===== config.mk =====
export PLATFORM = sky130hd
export DESIGN_NAME = phy_fault_injector
export DESIGN_NICKNAME = d
export VERILOG_FILES = /design/src/rtl/phy_fault_injector.sv
export SDC_FILE = /design/constraint.sdc
export NUM_CORES = 1
export LEC_CHECK = 0
export CORE_MARGIN = 1
export CORE_UTILIZATION = 52
export DETAILED_ROUTE_END_ITERATION = 8
export PLACE_DENSITY_LB_ADDON = 0.2
export SETUP_SLACK_MARGIN = 0.1
export SLEW_MARGIN = 20
export SYNTH_ARGS = -nofsm -noshare
export SYNTH_HDL_FRONTEND = slang
export SYNTH_SLANG_ARGS = --single-unit

===== constraint.sdc =====
create_clock -name clk_ref_i -period 2.6 [get_ports clk_ref_i]
set_input_delay 0.65 -clock clk_ref_i [delete_from_list [all_inputs] [get_ports clk_ref_i]]
set_output_delay 0.65 -clock clk_ref_i [all_outputs]
set_load 0.01 [all_outputs]

===== src/rtl/phy_fault_injector.sv =====
// PCS/PHY tx fault injector: corrupt/garbage/strip-K/freeze/link-kill; optional PHY_FAULT_INJ_DISPARITY_EN.
// Latency: one register, input word of cycle t appears on the outputs in cycle t+1.
// Backpressure: none; one word per clock, requests during an injection or link kill are dropped.
module phy_fault_injector #(
  parameter logic [15:0] g_lfsr_seed   = 16'hACE1,
  parameter int          g_count_width = 16
) (
  input  logic                     clk_ref_i,
  input  logic                     rst_n_i,
  input  logic [15:0]              tx_data_i,
  input  logic [1:0]               tx_k_i,
  input  logic                     link_en_i,
  input  logic [15:0]              fault_type_i,
  input  logic                     fault_req_i,
  output logic                     fault_busy_o,
  output logic [15:0]              tx_data_o,
  output logic [1:0]               tx_k_o,
  output logic                     tx_enc_err_o,
  output logic [g_count_width-1:0] fault_cnt_o
`ifdef PHY_FAULT_INJ_DISPARITY_EN
  ,
  output logic                     tx_disparity_o
`endif
);

  typedef enum logic {S_IDLE, S_INJECT} state_t;

  localparam logic [15:0] c_seed = (g_lfsr_seed == 16'h0000) ? 16'hACE1 : g_lfsr_seed;
  localparam logic [g_count_width-1:0] c_one = {{(g_count_width-1){1'b0}}, 1'b1};

  state_t                   r_state;
  logic [2:0]               r_mode;
  logic [7:0]               r_rem;
  logic [15:0]              r_lfsr;
  logic [15:0]              r_frz_data;
  logic [1:0]               r_frz_k;
  logic [15:0]              r_data;
  logic [1:0]               r_k;
  logic                     r_err;
  logic                     r_busy;
  logic [g_count_width-1:0] r_cnt;

  logic [2:0]  w_req_mode;
  logic [7:0]  w_req_len;
  logic        w_start;
  logic        w_lfsr_fb;
  logic [15:0] w_data_nxt;
  logic [1:0]  w_k_nxt;
  logic        w_err_nxt;
  logic        w_unused_rsvd;

  assign w_req_mode    = fault_type_i[2:0];
  assign w_req_len     = fault_type_i[15:8];
  assign w_unused_rsvd = ^fault_type_i[7:3];
  assign w_lfsr_fb     = r_lfsr[0] ^ r_lfsr[2] ^ r_lfsr[3] ^ r_lfsr[5];
  assign w_start       = (r_state == S_IDLE) && fault_req_i && link_en_i &&
                         (w_req_mode >= 3'd1) && (w_req_mode <= 3'd4);

  always_comb begin
    w_data_nxt = tx_data_i;
    w_k_nxt    = tx_k_i;
    w_err_nxt  = 1'b0;
    if (!link_en_i) begin
      // 2'b11 on an all-zero word is never a legal K pair, so the far end sees a dead link
      w_data_nxt = 16'h0000;
      w_k_nxt    = 2'b11;
      w_err_nxt  = 1'b1;
    end else if (r_state == S_INJECT) begin
      w_err_nxt = 1'b1;
      case (r_mode)
        3'd1: w_data_nxt = tx_data_i ^ r_lfsr;
        3'd2: begin
          w_data_nxt = r_lfsr;
          w_k_nxt    = 2'b00;
        end
        3'd3: w_k_nxt = 2'b00;
        default: begin
          w_data_nxt = r_frz_data;
          w_k_nxt    = r_frz_k;
        end
      endcase
    end
  end

  always_ff @(posedge clk_ref_i or negedge rst_n_i) begin
    if (!rst_n_i) begin
      r_state    <= S_IDLE;
      r_mode     <= 3'd0;
      r_rem      <= 8'd0;
      r_lfsr     <= c_seed;
      r_frz_data <= 16'h0000;
      r_frz_k    <= 2'b00;
      r_data     <= 16'h0000;
      r_k        <= 2'b00;
      r_err      <= 1'b0;
      r_busy     <= 1'b0;
      r_cnt      <= '0;
    end else begin
      r_lfsr <= {w_lfsr_fb, r_lfsr[15:1]};
      r_data <= w_data_nxt;
      r_k    <= w_k_nxt;
      r_err  <= w_err_nxt;
      if (!link_en_i) begin
        // link kill aborts without counting
        r_state <= S_IDLE;
        r_busy  <= 1'b0;
        r_rem   <= 8'd0;
      end else begin
        case (r_state)
          S_IDLE: begin
            if (w_start) begin
              r_state    <= S_INJECT;
              r_busy     <= 1'b1;
              r_mode     <= w_req_mode;
              r_rem      <= (w_req_len == 8'd0) ? 8'd1 : w_req_len;
              r_frz_data <= tx_data_i;
              r_frz_k    <= tx_k_i;
            end
          end
          S_INJECT: begin
            r_rem <= r_rem - 8'd1;
            if (r_rem == 8'd1) begin
              r_state <= S_IDLE;
              r_busy  <= 1'b0;
              r_cnt   <= r_cnt + c_one;
            end
          end
          default: r_state <= S_IDLE;
        endcase
      end
    end
  end

  assign tx_data_o    = r_data;
  assign tx_k_o       = r_k;
  assign tx_enc_err_o = r_err;
  assign fault_busy_o = r_busy;
  assign fault_cnt_o  = r_cnt;

`ifdef PHY_FAULT_INJ_DISPARITY_EN
  // unbalanced 5b/6b data codes and 3b/4b codes, indexed by the EDCBA / HGF fields
  localparam logic [31:0] c_flip5 = 32'hE981_8117;
  localparam logic [7:0]  c_flip3 = 8'h91;

  logic r_disp;
  logic w_disp_nxt;

  function automatic logic f_flip(input logic [7:0] b, input logic k);
    if (k && (b[1:0] != 2'b00))
      return 1'b0;
    if (k)
      return 1'b1 ^ c_flip3[b[7:5]];
    return c_flip5[b[4:0]] ^ c_flip3[b[7:5]];
  endfunction

  assign w_disp_nxt = link_en_i ?
                      (r_disp ^ f_flip(w_data_nxt[15:8], w_k_nxt[1]) ^ f_flip(w_data_nxt[7:0], w_k_nxt[0])) :
                      1'b0;

  always_ff @(posedge clk_ref_i or negedge rst_n_i) begin
    if (!rst_n_i)
      r_disp <= 1'b0;
    else
      r_disp <= w_disp_nxt;
  end

  assign tx_disparity_o = r_disp;
`endif

endmodule


* Word level (Yosys, flattened, before mapping)
Cells that the tools add are included.
** Word-level totals
- Register bits after elaboration :: 82
- Input port bits :: 38
- Output and inout port bits :: 36
- Word-level logic and storage cells :: 55
** Operators by class
- Add/sub/neg operators :: 2
- $lt $le $gt $ge :: 2
- Equal/unequal tests :: 6
- Mux-type cells :: 20
- Bitwise gates (word level) :: 5
- Reduce and logical (&&, ||, !) cells :: 9
** Operators with widths (count)
- 16-bit one-hot mux with 3 select lines :: 1
- 16-bit two-way mux :: 2
- 8-bit two-way mux :: 3
- 16-bit by 1-bit adder with 16-bit output, second input constant :: 1
- 8-bit one-hot mux with 2 select lines :: 1
- 16-bit XOR :: 1
- 8-bit by 1-bit equality test with 1-bit output, second input constant :: 1
- 8-bit zero test :: 1
- 1-bit two-way mux :: 8
- 8-bit by 1-bit subtractor with 8-bit output, second input constant :: 1
- 3-bit by 2-bit equality test with 1-bit output, second input constant :: 2
- 3-bit AND reduction :: 2
- 1-bit logical AND :: 4
- 2-bit two-way mux :: 2
- 1-bit one-hot mux with 2 select lines :: 2
- 2-bit one-hot mux with 2 select lines :: 1
- 3-bit by 1-bit equality test with 1-bit output, second input constant :: 1
- 3-bit by 1-bit greater-or-equal comparator with 1-bit output, second input constant :: 1
- 3-bit <= comparator, second input constant :: 1
- 3-bit by 2-bit inequality test with 1-bit output, second input constant :: 1
- 3-bit inequality test, second input constant :: 1
- 1-bit XOR :: 3
- 2-bit AND reduction :: 1
- 2-bit OR reduction :: 1
- 1-bit NOT :: 1

* Depth between registers and ports, before layout
- Depth after elaboration :: 8
- Mapped depth :: 6
- Mapped depth without buffers :: 6

* Worst setup path after synthesis
Ideal clock, no wire load.
- Path kind :: input to register
- From :: input port fault_type_i[1]
- To :: register r_rem[4]
- Library setup time :: 0.120 ns
- Data arrival time :: 1.910 ns
- Slack :: 0.569 ns
- Stages on the path :: 5
- Buffers on the path :: 1
- Cell sequence :: or3_1 > and3_1 > buf_2 > mux2_1 > o211a_1
** Between the ends
- Cells in the longest elaborated chain, start to end :: 4
- Elaborated cells between the ends (all ways) :: 5
- Those cells by class :: order compare: 2; eq/ne: 1; reduce/logical: 2
** Ends and longest elaborated chain
- start, declared :: line 13 : input logic [15:0] fault_type_i,
- 3-bit by 1-bit greater-or-equal comparator with 1-bit output :: line 57 : (w_req_mode >= 3'd1) && (w_req_mode <= 3'd4);
- 1-bit logical AND :: line 56 : assign w_start = (r_state == S_IDLE) && fault_req_i && link_en_i &&
- 1-bit logical AND * :: line 57
- 3-bit inequality test (no source line) *
- end signal, assigned :: line 115 : r_rem <= (w_req_len == 8'd0) ? 8'd1 : w_req_len;
- end signal, assigned :: line 121 : r_rem <= r_rem - 8'd1;
- end, declared :: line 33 : logic [7:0] r_rem;
Mark *: on every way between the ends. The rest lies on a longest branch, timed or not.
A chain may end at the register's enable or synchronous reset.

* Worst setup path after layout
- From :: input port fault_type_i[1]
- To :: register r_frz_data[12]
** Between the ends
- Cells in the longest elaborated chain, start to end :: 4
- Elaborated cells between the ends (all ways) :: 5
- Those cells by class :: order compare: 2; reduce/logical: 3
** Ends and longest elaborated chain
- 3-bit by 1-bit greater-or-equal comparator with 1-bit output :: line 57
- 1-bit logical AND :: line 56
- 1-bit logical AND * :: line 57
- 3-bit AND reduction (no source line) *
- end signal, assigned :: line 116 : r_frz_data <= tx_data_i;
- end, declared :: line 35 : logic [15:0] r_frz_data;
Marks and branches as above.

==> impl_metrics.tcl <==
set metrics [dict create \
    wl_per_cell_um 16.3 \
    finalWirelength_mm 8.34 \
    worstSetupStartpointType "input port" \
    synthDistinctLibCells 44 \
    endpoint_kind "flop" \
    crit_arrival_ns 2.38 \
    grt_usage_pct 24.3 \
    async_flop_share_pct 100 \
    status "completed" \
    grt_pass1_wl_mm 14.3 \
    grt_overflow 0 \
    postLayoutCoreUtil_pct 68.8 \
    cts.sinks 82 \
    numCtsBuffers 9 \
    final_max_slew_viol_count 0 \
    synth_top_area_share_pct 47.3 \
    avgSynthCellArea_um2 11.7 \
    met2_length_mm 4.08 \
    synth_edf_count 0 \
    place_inst 495 \
    drt-initial-drc-count 138 \
    finalPower_mw 3.36 \
    rsz0062_at_grt "no" \
    synth_common_cells "dfrtp_1, mux2_1, mux2i_1" \
    antenna_found_initial 0 \
    ys_top_cells_by_area "dfrtp_1, mux2_1, dfstp_2" \
    timing.fmax_mhz 464 \
    cts_hold_buf 0 \
    power_density_mw_per_mm2 673 \
    h-tree-depth 3 \
    setup_tns_ns 0 \
    layoutNonFillerInstCount 511 \
    io_buffer_count 68 \
    yosysSeqAreaShare_pct 52.7 \
    vias 2960 \
    synth_flop_cell "dfrtp_1" \
    n_fill_cell 574 \
    highest-signal-layer "met4" \
    wl_met3_um 349 \
    gp_congestion 0.767 \
    synth_nets 377 \
    initial_core_util_pct 54.0 \
    hpwl_mm 5.57 \
    fin_nets 448 \
    finalHoldViolCount 0 \
    vdd_drop_max_mv 0.551 \
    fin_crit_ns 2.16 \
    setup_viol 0 \
    clock_latency_ns 0.35 \
    path_max_fanout 21 \
    io_pins 74 \
    drv_cap 0 \
    vias_per_cell 5.79 \
    timing.final.crit_share_pct 82.9 \
    wl_met1_mm 3.83 \
    cp.required_ns 2.82 \
    drive_gt1_share_pct 9.95 \
    synth.largest_area_cell "dfrtp_1" \
    synthCells 336 \
    path_clk_slew_ns 0.09 \
    critical_path_class "in2reg" \
    drtPass1Iterations 4 \
    dieArea_mm2 0.00788 \
    cts-root-buf "clkbuf_8" \
    yosys_register_bits 82 \
    synth_area_mm2 0.00392 \
    cts_resized 0 \
    diodes 0 \
    post-cts-setup-buffers 0 \
    synth_most_common_cell "dfrtp_1" \
    hold_class "in2async" \
    die_w_um 88.8 \
    grt_pass1_vias 2971 \
    die_height_um 88.8 \
    ys_warn_count 0 \
    leakage_nw 2.12 \
    finalWorstSetupSlack_ns 0.443 \
    worstMarginPinSlew_ns 0.776 \
    drcViolationCount 0 \
    tritoncts "built" \
    placementRows 31 \
    grt_max_degree 43 \
    slew_headroom_pct 48.3 \
    area_delta_synth_final_pct 27.5 \
    whs_ns 0.277 \
    core-area_mm2 0.00725 \
    finalClockSkew_ns 0.0141 \
    ant_nets 0 \
    clockBufferDepth 2 \
    dpl_cell_area_mm2 0.00474 \
    pre_cts_slack_ns 0.0853 \
    stdcell_area_mm2 0.00499 \
]
[routing by layer]
metal | vias to the layer above | track usage (%)
li1 | 1394 | -
met1 | 1482 | 33.2
met2 | 74 | 39.0
met3 | 10 | 4.94
met4 | 0 | 7.92
met5 | - | 0
[power by group]
group	switching [mW]	internal [mW]
Sequential	0.0917	1.41
Clock	0.447	0.693
Combinational	0.347	0.374
Total	0.885	2.48
[cells by family (layout without fill, tap and decap cells)]
| family | Yosys count | count (layout) | synth area share, % |
|---|---|---|---|
| compound gates | 86 | 86 | 15.0 |
| xor+xnor | 23 | 23 | 5.15 |
| fa+ha+maj | 3 | 3 | 0.959 |
| buf+inv | 26 | 102 | 2.84 |
| flops | 82 | 82 | 52.7 |
| mux | 44 | 44 | 12.0 |
| simple gates | 72 | 72 | 11.4 |
[flip-flops by register name, indices dropped and copies added, names as in the netlist]
| name | cells |
|---|---|
| r_lfsr | 16 |
| r_frz_data | 16 |
| r_frz_k | 2 |
| tx_enc_err_o | 1 |
| r_rem | 8 |
| r_state | 1 |
| fault_cnt_o | 16 |
| r_mode | 3 |
| tx_data_o | 16 |
| tx_k_o | 2 |
| fault_busy_o | 1 |
[layout make-up]
type	instances	area, um2	share of cell area, %
inverter	7	26.3	0.526
tap	99	124	2.48
clock buffer	12	155	3.11
multi-input combinational	228	1740	34.9
timing repair buffer	79	786	15.7
clock inverter	4	98.8	1.98
sequential	82	2060	41.3
[placed cells by master (no fill, tap or decap), drive strengths merged, types with 3 or more instances in the layout]
cell type / n
nand3: 7
clkdlybuf4s50: 67
nor4: 4
nor3: 4
a22o: 16
dfstp: 8
mux2i: 20
o221ai: 16
xor2: 4
o31ai: 3
o22ai: 3
o21ai: 20
inv: 7
xnor2: 19
bufinv: 3
ha: 3
nand3b: 16
dfrtp: 74
mux2: 24
and3: 4
a21oi: 19
nand2: 13
clkbuf: 12
buf: 12
nor2: 8
nand4: 6
[final timing paths]
path	startpoint	to	slack [ns]	depth (start not counted)
worst max-delay path	fault_type_i[1]	r_frz_data[12]$_DFFE_PN0P_	0.44	6
worst min-delay path	rst_n_i	fault_cnt_o[9]$_DFFE_PN0P_	0.28	1
worst max register to register	r_rem[1]$_DFFE_PN0P_	fault_cnt_o[13]$_DFFE_PN0P_	0.52	6
worst min register to register	r_lfsr[7]$_DFF_PN1_	r_lfsr[6]$_DFF_PN1_	0.38	0
max in group asynchronous	rst_n_i	r_lfsr[10]$_DFF_PN1_	1.64	2
min in group clk_ref_i	r_lfsr[7]$_DFF_PN1_	r_lfsr[6]$_DFF_PN1_	0.38	0
[worst max-delay path, cell delays in order]
cell             delay (ns)
clkdlybuf4s50_1        0.44
or3_1                  0.41
and3_1                 0.21
nand3_1                0.12
buf_12                 0.19
mux2_1                 0.34
(Power assumes the default switching activity.)
